## config.mk

```make
export PLATFORM = sky130hd
export DESIGN_NAME = clock_gen_ctrl
export DESIGN_NICKNAME = d
export VERILOG_FILES = /design/src/rtl/clock_gen_ctrl.sv
export SDC_FILE = /design/constraint.sdc
export NUM_CORES = 1
export LEC_CHECK = 0
export ABC_AREA = 1
export BUFFER_PORTS_ARGS = -buffer_cell sky130_fd_sc_hd__clkbuf_2
export CORE_MARGIN = 1.5
export CORE_UTILIZATION = 40
export CTS_CLUSTER_DIAMETER = 40
export DETAILED_ROUTE_END_ITERATION = 8
export PLACE_DENSITY_LB_ADDON = 0.3
export SLEW_MARGIN = 10
export SYNTH_ARGS = -nofsm -noshare
export SYNTH_HDL_FRONTEND = slang
export SYNTH_SLANG_ARGS = --single-unit
```

## constraint.sdc

```tcl
create_clock -name clk_in -period 2.95 [get_ports clk_in]
set_input_delay 0.7375 -clock clk_in [delete_from_list [all_inputs] [get_ports clk_in]]
set_output_delay 0.7375 -clock clk_in [all_outputs]
set_load 0.005 [all_outputs]
```

## src/rtl/clock_gen_ctrl.sv

```systemverilog
// Purpose: programmable clk_in divider with start/stop sequencing and a glitch-free divisor update port.
// Latency: first clk_out rise H+1 cycles after RUN entry; new H and stops take effect at the next full-period boundary.
// Backpressure: cfg_ready low while a divisor update or stop is pending (PEND/STOP); high in IDLE and RUN.
module clock_gen_ctrl #(
  parameter int CNT_W        = 16,
  parameter int DEFAULT_HALF = 24
) (
  input  logic             clk_in,
  input  logic             rst_n,
  input  logic             en,
  input  logic             cfg_valid,
  input  logic [CNT_W-1:0] cfg_half,
  output logic             cfg_ready,
  output logic             clk_out,
  output logic             tick,
  output logic             running
);

  localparam logic [CNT_W-1:0] RST_HALF = CNT_W'(DEFAULT_HALF);

  typedef enum logic [1:0] {
    IDLE = 2'd0,
    RUN  = 2'd1,
    PEND = 2'd2,
    STOP = 2'd3
  } state_t;

  state_t           state_q, state_d;
  logic [CNT_W-1:0] half_q, half_d;
  logic [CNT_W-1:0] shadow_q, shadow_d;
  logic [CNT_W-1:0] cnt_q, cnt_d;
  logic             clk_out_q, clk_out_d;
  logic             tick_q, tick_d;
  logic             running_q, running_d;

  logic             at_top;
  logic             boundary;
  logic             cfg_acc;

  // Ready depends only on the current state so the host sees no path from its own inputs.
  assign cfg_ready = (state_q == IDLE) || (state_q == RUN);
  assign cfg_acc   = cfg_valid && cfg_ready;
  assign at_top    = (cnt_q == half_q);
  // A falling edge that completes a full period: the only safe point to change H or stop.
  assign boundary  = at_top && clk_out_q;

  // Next-state, half-period counter and divided-clock logic.
  always_comb begin
    state_d   = state_q;
    half_d    = half_q;
    shadow_d  = shadow_q;
    cnt_d     = cnt_q;
    clk_out_d = clk_out_q;

    // Free-running count in every active state; IDLE overrides below.
    if (at_top) begin
      cnt_d     = '0;
      clk_out_d = ~clk_out_q;
    end else begin
      cnt_d = cnt_q + CNT_W'(1);
    end

    case (state_q)
      IDLE: begin
        cnt_d     = '0;
        clk_out_d = 1'b0;
        // Direct write is safe here because nothing is being generated.
        if (cfg_acc) begin
          half_d = cfg_half;
        end
        if (en) begin
          state_d = RUN;
        end
      end
      RUN: begin
        // A cfg accept wins over a stop; the stop is re-evaluated once the update lands.
        if (cfg_acc) begin
          shadow_d = cfg_half;
          state_d  = PEND;
        end else if (!en) begin
          state_d = STOP;
        end
      end
      PEND: begin
        if (boundary) begin
          half_d    = shadow_q;
          cnt_d     = '0;
          clk_out_d = 1'b0;
          state_d   = en ? RUN : IDLE;
        end
      end
      STOP: begin
        // Returning to RUN keeps counting, so the phase is undisturbed.
        if (en) begin
          state_d = RUN;
        end else if (boundary) begin
          cnt_d     = '0;
          clk_out_d = 1'b0;
          state_d   = IDLE;
        end
      end
      default: begin
        state_d   = IDLE;
        cnt_d     = '0;
        clk_out_d = 1'b0;
      end
    endcase
  end

  // Tick marks the cycle clk_out becomes high; running mirrors the registered state.
  always_comb begin
    tick_d    = clk_out_d && !clk_out_q;
    running_d = (state_d != IDLE);
  end

  // State and output registers, all cleared asynchronously.
  always_ff @(posedge clk_in or negedge rst_n) begin
    if (!rst_n) begin
      state_q   <= IDLE;
      half_q    <= RST_HALF;
      shadow_q  <= '0;
      cnt_q     <= '0;
      clk_out_q <= 1'b0;
      tick_q    <= 1'b0;
      running_q <= 1'b0;
    end else begin
      state_q   <= state_d;
      half_q    <= half_d;
      shadow_q  <= shadow_d;
      cnt_q     <= cnt_d;
      clk_out_q <= clk_out_d;
      tick_q    <= tick_d;
      running_q <= running_d;
    end
  end

  assign clk_out = clk_out_q;
  assign tick    = tick_q;
  assign running = running_q;

endmodule

```

After elaboration in Yosys (flattened, before gate mapping)
Index checks and enable logic that the tools add are counted.

Flip-flop bits (word level): 53. Bits of input ports: 20. Word-level logic and storage cells: 44. Output and inout port bits: 4.

Add/subtract/negate cells: 1. Bitwise operators: 1. Equality and inequality tests: 6. Multiplexer cells: 19. Reductions and logical operators: 10.

Operators by type and width (count): 16-bit two-way mux (5); 16-bit case mux with 3 select lines (1); 16-bit case mux with 2 select lines (1); 16-bit by 1-bit adder with 16-bit output (second input constant) (1); 16-bit equality test (1); 2-bit two-way mux (6); 2-bit case mux with 4 select lines (1); 2-bit equality test (second input constant) (2); 1-bit two-way mux (4); 2-bit inequality test (second input constant) (2); 2-bit nonzero test (2); 1-bit logical AND (3); 1-bit case mux with 3 select lines (1); 3-bit AND reduction (1); 2-bit by 1-bit equality test with 1-bit output (second input constant) (1); 2-bit logical NOT (1); 2-bit AND reduction (1); 1-bit logical NOT (1); 1-bit logical OR (1); 1-bit NOT (1).

Longest topological paths before layout
Depth after elaboration: 6. Mapped depth: 15. Depth with buffers taken out: 14.

Least setup slack after synthesis
No wires, ideal clock.

Path kind: register to register. Start point: register half_q[4]. End point: register half_q[10]. Data required time: 2.820 ns. Arrival: 1.760 ns. Clock period less this slack: 1.890 ns. Path buffers: 1. Setup time: 0.130 ns. Slack: 1.060 ns. Stages on the path, launching flop included: 14. Cells stage by stage: dfstp_2 > inv_1 > nand2_1 > nand2_1 > nor2_1 > nand2_1 > nor2_1 > nand2_2 > inv_1 > ha_1 > nand2_1 > a21oi_2 > clkbuf_1 > o21ai_0.

Word-level cells in the longest chain between the ends: 4.

RTL lines: start, declared (RTL line 29) `logic [CNT_W-1:0] half_q, half_d;`; start signal, assigned (RTL line 128) `half_q <= half_d;`; 16-bit equality test (RTL line 43) `assign at_top = (cnt_q == half_q);`; 1-bit logical AND (RTL line 45) `assign boundary = at_top && clk_out_q;`; 2-bit inequality test (no source line); 3-bit AND reduction (no source line).

Every way passes these cells. A chain may end at the register's enable or synchronous reset.

Worst setup path in the final report
Start point: register half_q[4]. End point: register half_q[15].

The elaborated chain is that of the path after synthesis.

==> summary.md <==
| Metric | Value |
|---|---|
| Crit path cell chain | `inv_1 -> nand2_1 -> nand2_1 -> nor2_1 -> nand2_1 -> nor2_1 -> nand2_2 -> inv_1 -> ha_1 -> nand2_1 -> a21oi_2 -> buf_4 -> o211ai_1 -> o21ai_0` |
| DRC errors left | `0` |
| Detailed-route via count | `2069` |
| Pin count of the biggest net entering global routing | `35` |
| Layout cells sized above 1 | `10.7%` |
| Peak VDD IR | `0.662 mV` |
| Final setup vio count | `0` |
| Skew-Pair Late Insertion Delay | `0.30 ns` |
| I/O pin count | `24` |
| Most common cell after layout, fill and taps aside | `nand2_1` |
| Synth Area per Inst | `7.63 sq um` |
| PortBufs | `23` |
| Seq/Total Area, Yosys | `49.6%` |
| Post_cts resized | `0` |
| Fin Setup TNS | `0 ns` |
| Hold crit path type | `register to register` |
| Clock skew | `0.00781 ns` |
| Total Power | `2.38 mW` |
| Final Hold Viols | `0` |
| Status | `finished clean` |
| Max-slew violations | `0` |
| Reg clk slew, reported paths | `0.09 ns` |
| Syn nets | `373` |
| CTS tree | `done` |
| CP Class | `register to register` |
| CP required | `3.17 ns` |
| DIE WIDTH | `84.8 um` |
| Antenna Nets Post-Route | `0` |
| Fin crit period | `2.16 ns` |
| Crit path max fanout | `32` |
| HPWL after DPL | `3630 um` |
| DR pass1 iterations | `4` |
| Drt initial violations | `83` |
| Postcts setup bufs | `0` |
| Crit start category | `register` |
| Yosys reg bits | `53` |
| Syn. warnings | `0` |
| Clk sinks | `53` |
| FILL cells | `622` |
| Fin crit share | `73.4%` |
| CP arrival | `2.38 ns` |
| Die area | `7190 sq um` |
| Die Ht | `84.8 um` |
| Slew headroom | `35.4%` |
| Pleak | `1.51 nW` |
| Overall routing resource usage | `15.4%` |
| Reg2reg path depth | `14` |
| Synthesis-to-finish area growth | `9.72%` |
| Synth cell types | `25` |
| Nets | `396` |
| Clock buffer depth | `2` |
| Max incr delay on CP | `0.54 ns` |
| Initial antenna violation count | `0` |
| H-tree depth | `2` |
| Row cnt | `29` |
| Most frequent cell on the critical path | `nand2_1` |
| Most frequent cells in the layout | `nand2_1 (105), inv_1 (57), dfrtp_1 (51), nor2_1 (42), o21ai_0 (33)` |
| CP max stage cell | `dfstp_2` |
| # hold bufs at CTS | `0` |
| Vias per inst | `4.58` |
| Drt total wl | `4960 um` |
| Max capacitance violation total | `0` |
| Slew @ Worst Pin | `0.967 ns` |
| GPL Wtd Cong | `0.842` |
| Worst hold stages | `1` |
| Total power per unit cell area | `811 nW/um^2` |
| Clk root buf | `clkbuf_8` |
| R2R setup slack | `0.79 ns` |
| First-pass GRT wire length | `8980 um` |
| Number of global-route vias before repair | `2010` |
| Fmax | `0.462 GHz` |
| Post-synthesis instance area | `2680 sq um` |
| Final Cell Area | `2940 sq um` |
| Clock buffer count from CTS | `5` |
| DR WL/cell | `11.0 um` |
| Placed cell area | `2850 sq um` |
| Cells after Synth | `351` |
| Crit. End Element | `register` |
| Core ar. | `6420 sq um` |
| Unrepaired setup endpoints after global routing | `false` |
| Antenna Cells | `0` |
| Initial Utilization | `41.7%` |
| GRT overflow | `0` |
==> cell usage after synthesis, drive strengths merged <==
master | count | share of area (%)
buf | 8 | 1.9
ha | 2 | 0.93
inv | 58 | 8.1
nand4 | 1 | 0.23
a21boi | 1 | 0.28
dfstp | 2 | 2.0
nand3 | 8 | 1.5
xor2 | 11 | 3.6
nand2 | 107 | 15
o211ai | 10 | 2.8
clkbuf | 2 | 0.28
o21ai | 34 | 6.4
nor3 | 4 | 0.93
a21oi | 8 | 1.6
nor2 | 43 | 6.1
dfrtp | 51 | 48
xnor2 | 1 | 0.33
==> worst max-delay path: cells and delay by family, from the launching register on <==
kind	cells	cell delay (ns)
AO/OA/AOI/OAI	3	0.38
adder cells (fa/ha/maj)	1	0.15
buffers and inverters	3	0.41
flip-flops	1	0.54
AND/OR/NAND/NOR	7	0.60
==> sequential cells by signal (all words and copies together), names as in the netlist <==
| name | cells |
|---|---|
| cnt_q | 16 |
| half_q | 16 |
| shadow_q | 16 |
| state_q | 2 |
| clk_out | 1 |
| running | 1 |
| tick | 1 |
==> metal layers <==
metal / vias to the layer above / track usage (%) / wire length, um
li1: 1124 / - / -
met1: 907 / 22.8 / 2610
met2: 36 / 23.8 / 2120
met3: 2 / 2.63 / 204
met4: 0 / 4.02 / 24
met5: - / 0 / 0
==> kinds of logic after synthesis <==
group	Yosys count	synth area share, %
and+or+nand+nor	163	24.2
buffers and inverters	68	10.3
AOI/OAI and AO/OA	53	11.1
DFF	53	49.6
xor gates and xnor gates	12	3.93
adders and majority gates	2	0.934
==> metrics by stage <==
| stage | util [%] | hold WS [ns] | setup slack (ns) | cells |
|---|---|---|---|---|
| 4_1_cts | 45.7 | 0.478 | 0.776 | 452 |
| 3_5_place_dp | 44.4 | 0.465 | 0.799 | 444 |
| 5_1_grt | 45.7 | 0.490 | 0.505 | 452 |
| 3_3_place_gp | 44.4 | 0.467 | 0.870 | 444 |
| 6_report | 45.7 | 0.472 | 0.786 | 452 |
| 2_1_floorplan | - | 0.442 | 1.06 | 351 |
==> worst paths after layout <==
kind / end / startpoint
setup / recovery: half_q[15]$_DFFE_PN0P_ / half_q[4]$_DFFE_PN1P_
hold / removal: tick$_DFF_PN0_ / clk_out$_DFF_PN0_
setup reg to reg: half_q[15]$_DFFE_PN0P_ / half_q[4]$_DFFE_PN1P_
hold reg to reg: tick$_DFF_PN0_ / clk_out$_DFF_PN0_
max in group asynchronous: half_q[4]$_DFFE_PN1P_ / rst_n
min in group asynchronous: shadow_q[0]$_DFFE_PN0P_ / rst_n
==> layout make-up <==
cell class / count / area [sq um] / share of cell area [%]
Multi-Input combinational cell: 230 / 1070 / 36.5
Sequential cell: 53 / 1330 / 45.2
Timing Repair Buffer: 26 / 138 / 4.68
Tap cell: 77 / 96.3 / 3.28
Clock buffer: 7 / 76.3 / 2.60
Inverter: 58 / 218 / 7.41
Clock inverter: 1 / 7.51 / 0.256
==> power by group <==
| group | leakage (nW) | internal [mW] | switching (mW) |
|---|---|---|---|
| registers | 0.665 | 0.986 | 0.141 |
| clock network | 0.0385 | 0.169 | 0.231 |
| logic | 0.805 | 0.304 | 0.551 |
(Power assumes the default switching activity.)
